===== src/rtl/pipe_stage_buf_pkg.sv =====
`default_nettype none
// ============================================================================
// Package  : pipe_stage_buf_pkg
// Purpose  : Shared types for the pipelined core's stage registers: per-stage
//            bundle structs (IF/ID, ID/EX, EX/MEM, MEM/WB), their NOP bubble
//            constants used as the stage reset/empty value, and the skid
//            buffer occupancy state type.
// Revision : 1.0 - initial release
// ============================================================================
package pipe_stage_buf_pkg;

    // Occupancy of the 2-entry skid stage
    typedef enum logic [1:0] {
        EMPTY = 2'd0,
        ONE   = 2'd1,
        FULL  = 2'd2
    } skid_state_t;

    typedef enum logic [5:0] {
        RTYPE = 6'h00,
        J     = 6'h02,
        JAL   = 6'h03,
        BEQ   = 6'h04,
        BNE   = 6'h05,
        ADDI  = 6'h08,
        LW    = 6'h23,
        SW    = 6'h2B,
        HALT  = 6'h3F
    } opcode_t;

    typedef enum logic [3:0] {
        ALU_SLL  = 4'd0,
        ALU_SRL  = 4'd1,
        ALU_ADD  = 4'd2,
        ALU_SUB  = 4'd3,
        ALU_AND  = 4'd4,
        ALU_OR   = 4'd5,
        ALU_XOR  = 4'd6,
        ALU_NOR  = 4'd7,
        ALU_SLT  = 4'd8,
        ALU_SLTU = 4'd9
    } aluop_t;

    typedef struct packed {
        logic [31:0] instr;
        logic [31:0] npc;
    } ifid_t;

    typedef struct packed {
        opcode_t     opcode;
        aluop_t      aluop;
        logic [31:0] npc;
        logic [31:0] rdat1;
        logic [31:0] rdat2;
        logic [31:0] imm;
        logic [4:0]  wsel;
        logic        regwen;
        logic        memren;
        logic        memwen;
        logic        halt;
    } idex_t;

    typedef struct packed {
        opcode_t     opcode;
        logic [31:0] npc;
        logic [31:0] alu_out;
        logic [31:0] wdat;
        logic [4:0]  wsel;
        logic        regwen;
        logic        memren;
        logic        memwen;
        logic        halt;
    } exmem_t;

    typedef struct packed {
        logic [31:0] npc;
        logic [31:0] alu_out;
        logic [31:0] dload;
        logic [4:0]  wsel;
        logic        regwen;
        logic        memtoreg;
        logic        halt;
    } memwb_t;

    // All-zero bundles decode as RTYPE / ALU_SLL with every write enable
    // low, i.e. a harmless "sll r0,r0,0" bubble.
    localparam ifid_t  IFID_NOP  = '0;
    localparam idex_t  IDEX_NOP  = '0;
    localparam exmem_t EXMEM_NOP = '0;
    localparam memwb_t MEMWB_NOP = '0;

endpackage : pipe_stage_buf_pkg
`default_nettype wire


===== src/rtl/pipe_stage_buf_entry.sv =====
`default_nettype none
// ============================================================================
// Module   : pipe_entry
// Purpose  : One stage-buffer slot: a DATA_W payload register plus valid bit.
//            clear_i has priority over load_i. The payload is forced back to
//            RST_VAL whenever the slot empties, so an invalid slot never
//            exposes stale data.
// Ports    : CLK, nRST (async, active-low)
//            load_i  - capture d_i, mark valid
//            clear_i - mark invalid, payload <= RST_VAL
//            d_i     - payload in
//            valid_o - slot holds a bundle
//            data_o  - payload (RST_VAL when invalid)
// Revision : 1.0 - initial release
// ============================================================================
module pipe_entry #(
    parameter int                 DATA_W  = 128,
    parameter logic [DATA_W-1:0]  RST_VAL = '0
) (
    input  logic              CLK,
    input  logic              nRST,
    input  logic              load_i,
    input  logic              clear_i,
    input  logic [DATA_W-1:0] d_i,
    output logic              valid_o,
    output logic [DATA_W-1:0] data_o
);

    logic              valid_q;
    logic [DATA_W-1:0] data_q;

    always_ff @(posedge CLK or negedge nRST) begin
        if (!nRST) begin
            valid_q <= 1'b0;
            data_q  <= RST_VAL;
        end else if (clear_i) begin
            valid_q <= 1'b0;
            data_q  <= RST_VAL;
        end else if (load_i) begin
            valid_q <= 1'b1;
            data_q  <= d_i;
        end
    end

    assign valid_o = valid_q;
    assign data_o  = data_q;

endmodule : pipe_entry
`default_nettype wire


===== src/rtl/pipe_stage_buf.sv =====
`default_nettype none
// ============================================================================
// Module   : pipe_stage_buf
// Purpose  : Generic pipeline-stage register with valid/ready handshake,
//            global advance qualifier (en), qualified flush (flush_q, only
//            with en) and unqualified flush (flush_now). SKID=0 gives a
//            single-entry latch with combinational in_ready; SKID=1 gives a
//            2-entry skid buffer whose in_ready comes straight from a flop.
// Ports    : CLK, nRST (async, active-low)
//            en, flush_now, flush_q        - advance / flush controls
//            in_valid, in_ready, in_data   - upstream side
//            out_valid, out_ready, out_data- downstream side
//            occ                           - entries held (0..2)
// Revision : 1.0 - initial release
// ============================================================================
module pipe_stage_buf
    import pipe_stage_buf_pkg::*;
#(
    parameter int                DATA_W  = 128,
    parameter logic [DATA_W-1:0] RST_VAL = '0,
    parameter int                SKID    = 1
) (
    input  logic              CLK,
    input  logic              nRST,
    input  logic              en,
    input  logic              flush_now,
    input  logic              flush_q,
    input  logic              in_valid,
    output logic              in_ready,
    input  logic [DATA_W-1:0] in_data,
    output logic              out_valid,
    input  logic              out_ready,
    output logic [DATA_W-1:0] out_data,
    output logic [1:0]        occ
);

    logic              w_push;
    logic              w_pop;
    logic              w_kill;

    logic              w_h_load;
    logic              w_h_clear;
    logic [DATA_W-1:0] w_h_d;
    logic              w_h_valid;
    logic [DATA_W-1:0] w_h_data;

    assign w_kill = flush_now | (flush_q & en);
    assign w_push = en & in_valid & in_ready;
    assign w_pop  = en & w_h_valid & out_ready;

    // Head entry (entry 0) exists in both modes
    pipe_entry #(
        .DATA_W  (DATA_W),
        .RST_VAL (RST_VAL)
    ) u_head (
        .CLK     (CLK),
        .nRST    (nRST),
        .load_i  (w_h_load),
        .clear_i (w_h_clear),
        .d_i     (w_h_d),
        .valid_o (w_h_valid),
        .data_o  (w_h_data)
    );

    assign out_valid = w_h_valid;
    assign out_data  = w_h_data;

    generate
        if (SKID != 0) begin : g_skid
            skid_state_t       state_q;
            logic              in_ready_q;
            logic              w_s_load;
            logic              w_s_clear;
            logic              w_s_valid;
            logic [DATA_W-1:0] w_s_data;

            // Occupancy FSM; in_ready is registered alongside the state so
            // the upstream stall path never sees a combinational input.
            always_ff @(posedge CLK or negedge nRST) begin
                if (!nRST) begin
                    state_q    <= EMPTY;
                    in_ready_q <= 1'b1;
                end else if (w_kill) begin
                    state_q    <= EMPTY;
                    in_ready_q <= 1'b1;
                end else begin
                    case (state_q)
                        EMPTY: begin
                            if (w_push) begin
                                state_q <= ONE;
                            end
                        end
                        ONE: begin
                            if (w_push && !w_pop) begin
                                state_q    <= FULL;
                                in_ready_q <= 1'b0;
                            end else if (w_pop && !w_push) begin
                                state_q <= EMPTY;
                            end
                        end
                        FULL: begin
                            if (w_pop) begin
                                state_q    <= ONE;
                                in_ready_q <= 1'b1;
                            end
                        end
                        default: begin
                            state_q    <= EMPTY;
                            in_ready_q <= 1'b1;
                        end
                    endcase
                end
            end

            // Head refills from the skid slot when draining FULL, otherwise
            // directly from upstream.
            assign w_h_load  = ~w_kill &
                               ((w_push & ((state_q == EMPTY) | ((state_q == ONE) & w_pop))) |
                                (w_pop & (state_q == FULL)));
            assign w_h_d     = (state_q == FULL) ? w_s_data : in_data;
            assign w_h_clear = w_kill | (w_pop & ~w_push & (state_q == ONE));

            assign w_s_load  = ~w_kill & w_push & ~w_pop & (state_q == ONE);
            assign w_s_clear = w_kill | (w_pop & (state_q == FULL));

            pipe_entry #(
                .DATA_W  (DATA_W),
                .RST_VAL (RST_VAL)
            ) u_skid (
                .CLK     (CLK),
                .nRST    (nRST),
                .load_i  (w_s_load),
                .clear_i (w_s_clear),
                .d_i     (in_data),
                .valid_o (w_s_valid),
                .data_o  (w_s_data)
            );

            assign in_ready = in_ready_q;
            // Skid is only ever occupied behind a valid head
            assign occ      = {w_s_valid, w_h_valid & ~w_s_valid};
        end else begin : g_latch
            assign in_ready  = ~w_h_valid | out_ready;
            assign w_h_d     = in_data;
            assign w_h_load  = ~w_kill & w_push;
            // Push+pop replaces the entry, so only a lone pop empties it
            assign w_h_clear = w_kill | (w_pop & ~w_push);
            assign occ       = {1'b0, w_h_valid};
        end
    endgenerate

endmodule : pipe_stage_buf
`default_nettype wire

===== config.mk =====
export PLATFORM = sky130hd
export DESIGN_NAME = pipe_stage_buf
export DESIGN_NICKNAME = d
export VERILOG_FILES = /design/src/rtl/pipe_stage_buf_pkg.sv /design/src/rtl/pipe_stage_buf_entry.sv /design/src/rtl/pipe_stage_buf.sv
export SDC_FILE = /design/constraint.sdc
export NUM_CORES = 1
export LEC_CHECK = 0
export ABC_AREA = 1
export CAP_MARGIN = 20
export CORE_MARGIN = 2
export CORE_UTILIZATION = 46
export CTS_BUF_LIST = sky130_fd_sc_hd__clkbuf_8 sky130_fd_sc_hd__clkbuf_16
export DETAILED_ROUTE_END_ITERATION = 7
export PLACE_DENSITY_LB_ADDON = 0.12
export SLEW_MARGIN = 20
export SYNTH_ARGS = -nofsm -noshare
export SYNTH_HDL_FRONTEND = slang
export SYNTH_HIERARCHICAL = 1
export SYNTH_SLANG_ARGS = --single-unit

===== constraint.sdc =====
create_clock -name CLK -period 1.5 [get_ports CLK]
set_input_delay 0.225 -clock CLK [delete_from_list [all_inputs] [get_ports CLK]]
set_output_delay 0.225 -clock CLK [all_outputs]
set_load 0.03 [all_outputs]

==> impl_results.md <==
- Run status: finished, violations left
- Failing checks: setup timing
- Worst Path Max Fanout: 23
- Mapped cell area: 12,000 um^2
- Final core occ: 0.668
- Maxcap violations: 0
- First-pass GRT wire length: 55,700 um
- Cell Pwr Density: 961 nW/um^2
- Core area: ~26,000 um^2
- Worst setup path class: reg -> reg
- Logic gate share of total power: 0.146
- FF+latch count, synth: 261
- Int Power: 0.0123 W
- Crit path DAT: around 2100 ps
- Vias in the first global route: 10,700
- CTS tree: yes
- Worst Skew: 11.3 ps
- Sequential area share after synthesis: 0.546
- IO Count: 267
- Initial Utilization: 0.463
- Yosys warnings: 6
- P_sw: 0.00427 W
- Drt drc: 0
- Most common cell after layout, fill and taps aside: nand2_1
- Syn Inst Count: ~1,600
- Vias: 11,500
- Fillcell total: 2,131
- Global route total overflow: 0
- Post-synthesis net count: 1,708
- Startpoint Class: register
- Initial antenna violation count: 2
- Clk buf depth: 3
- Maximum vdd ir drop: 695 uV
- Clock Pin Slew Worst Setup and Hold Paths: around 60 ps
- Leak: 9.21 nW
- Storage cell area: approximately 6500 um^2
- Sw Ratio: 0.257
- Post-layout min period: 1670 ps
- Final Power: 0.0166 W
- Post-DP HPWL: 21,100 um
- Clk root buf: clkbuf_16
- Slew @ Worst Pin: 418 ps
- Max Slew Vio Count: 0
- Critical Path Sink Type: register
- Area growth syn-to-layout: 44.1%
- Setup-failing EPs final: ~270
- Worst EP required: 1960 ps
- Sink Count: 261
- Cell Rows: just under 60
- Clk pwr share: 0.417
- Most frequent cells in the layout: nand2_1, dfrtp_1, nand3_1
- Die height: 165 um
- Pin count of the biggest net entering global routing: 55
- Library cells used by synthesis: 16
- Clock H-tree levels: 1
- Slew HR: 0.721
- CTS Buf Count: 29
- Port bufs: 266
- DR WL/cell: 17.2 um
- Hold/Removal Path Class: in -> async
- Vias/cell: 5.20
- Antenna-violating nets left: 0
- Area of the multi-input gates: about 5000 um^2
- Flop pwr share: 0.437
- Chip width: 165 um
- Final nets: between 1,500 and 2,000
- Synthesized area per cell: approximately 7.6 um^2
- Iteration-0 DRC Markers: 995
- Fmax: 0.598 GHz
- Final hold vios: 0
- Total track usage: 0.255
- RSZ-0062 raised after global routing: yes
- Clock latency on the worst-skew pair: 540 ps
- GP Congestion: around 0.81
- Total die area: 27,300 um^2
- Drt pass-1 iters: 6
- Share of post-route cells with drive strength above 1: 0.141
- Setup ws final: -174 ps
- Period utilization: 1.12
- Routed WL: around 38,000 um
## state kept, by name, indices dropped and copies added, names as in the netlist
| register | cells |
|---|---|
| g_skid.state_q | 2 |
| g_skid.u_skid/data_o | 128 |
| g_skid.u_skid/valid_o | 1 |
| in_ready | 1 |
| u_head/data_o | 128 |
| u_head/valid_o | 1 |
## repair_timing
item / in CTS / in global routing
hold buffers: 1 / 0
cloned: 5 / 15
setup endpoints to repair: 392 / 318
endpoints found under the hold margin: 240 / 0
gates resized for setup: 366 / 60
setup buffers: 10 / 3
pin swaps: 3 / 18
## power groups by stage
stage	clock network (W)	registers, W	logic [W]
after floorplan	0	0.00752	0.000819
after global placement	0	0.00736	0.00205
after detailed placement	0	0.00736	0.00206
after CTS	0.00701	0.00724	0.00218
after global routing	0.00734	0.00725	0.00259
final	0.00691	0.00724	0.00242
## layer usage
metal  wire (um)  track usage
met2       17800        0.408
met1       15700        0.348
met5          11            0
met3        3300       0.0512
met4        1010       0.0858
## kinds of logic (layout without fill, tap and decap cells)
kind of cell,count (synthesis),count (layout),share of synthesized area
compound gates,6,6,0.00282
buf+inv,123,416,0.0520
flops,261,261,0.546
other cells,0,2,0
simple gates,1183,1183,0.399
## path summary, 6_finish.rpt
check | from | endpoint | slack (ps) | depth (start not counted)
max in group asynchronous | nRST | u_head/data_o[97] | 690 | 3
min in group CLK | in_data[123] | g_skid.u_skid/data_o[123] | 270 | 3
setup / recovery | u_head/valid_o | g_skid.u_skid/data_o[37] | -170 | 9
hold reg to reg | g_skid.u_skid/data_o[56] | g_skid.u_skid/data_o[56] | 470 | 2
hold / removal | nRST | u_head/data_o[27] | 180 | 2
setup reg to reg | u_head/valid_o | g_skid.u_skid/data_o[37] | -170 | 9
## final cells by class
class	instances	area share
clock inverters	15	0.00501
repair buffers	353	0.248
clock buffers	38	0.0493
diodes	2	0.000290
well taps	335	0.0243
multi-input cells	1189	0.291
inverters	10	0.00334
flip-flops and latches	261	0.379
## synth_stat cells
cell type / n / area (um^2)
buf_2: 102 / 510
buf_1: 2 / 7.51
buf_4: 9 / 67.6
dfstp_2: 1 / 26.3
nor2_1: 10 / 37.5
inv_2: 2 / 7.51
nand2_1: 907 / 3400
nand3_1: 263 / 1320
a21oi_1: 1 / 5.00
o21ai_0: 4 / 20.0
or2_2: 1 / 6.26
a21oi_2: 1 / 8.76
nand4_1: 1 / 6.26
inv_1: 8 / 30.0
nor2_4: 1 / 11.3
dfrtp_1: 260 / 6510
## per-stage QoR
stage / TNS (ps) / hold slack (ps) / setup slack, ps / instance area [um^2] / std cells
2_1_floorplan: -14290 / -70.6 / -70.0 / 12100 / 1573
3_3_place_gp: -120910 / 149 / -505 / 15200 / 2115
3_5_place_dp: -131300 / 152 / -557 / 15200 / 2115
4_1_cts: -21790 / 186 / -129 / 16600 / 2183
6_report: -29290 / 180 / -174 / 17200 / 2203
5_1_grt: -49380 / 200 / -240 / 17200 / 2202
## critical path, stage by stage (launching register included)
cell and delay [ps]:
dfrtp_2 380, nand3_2 130, buf_4 190, nand3_2 110
clkinv_4 110, nor2_4 140, buf_12 190, clkbuf_16 220
nand2_1 70, nand2_1 70
(Power assumes the default switching activity.)
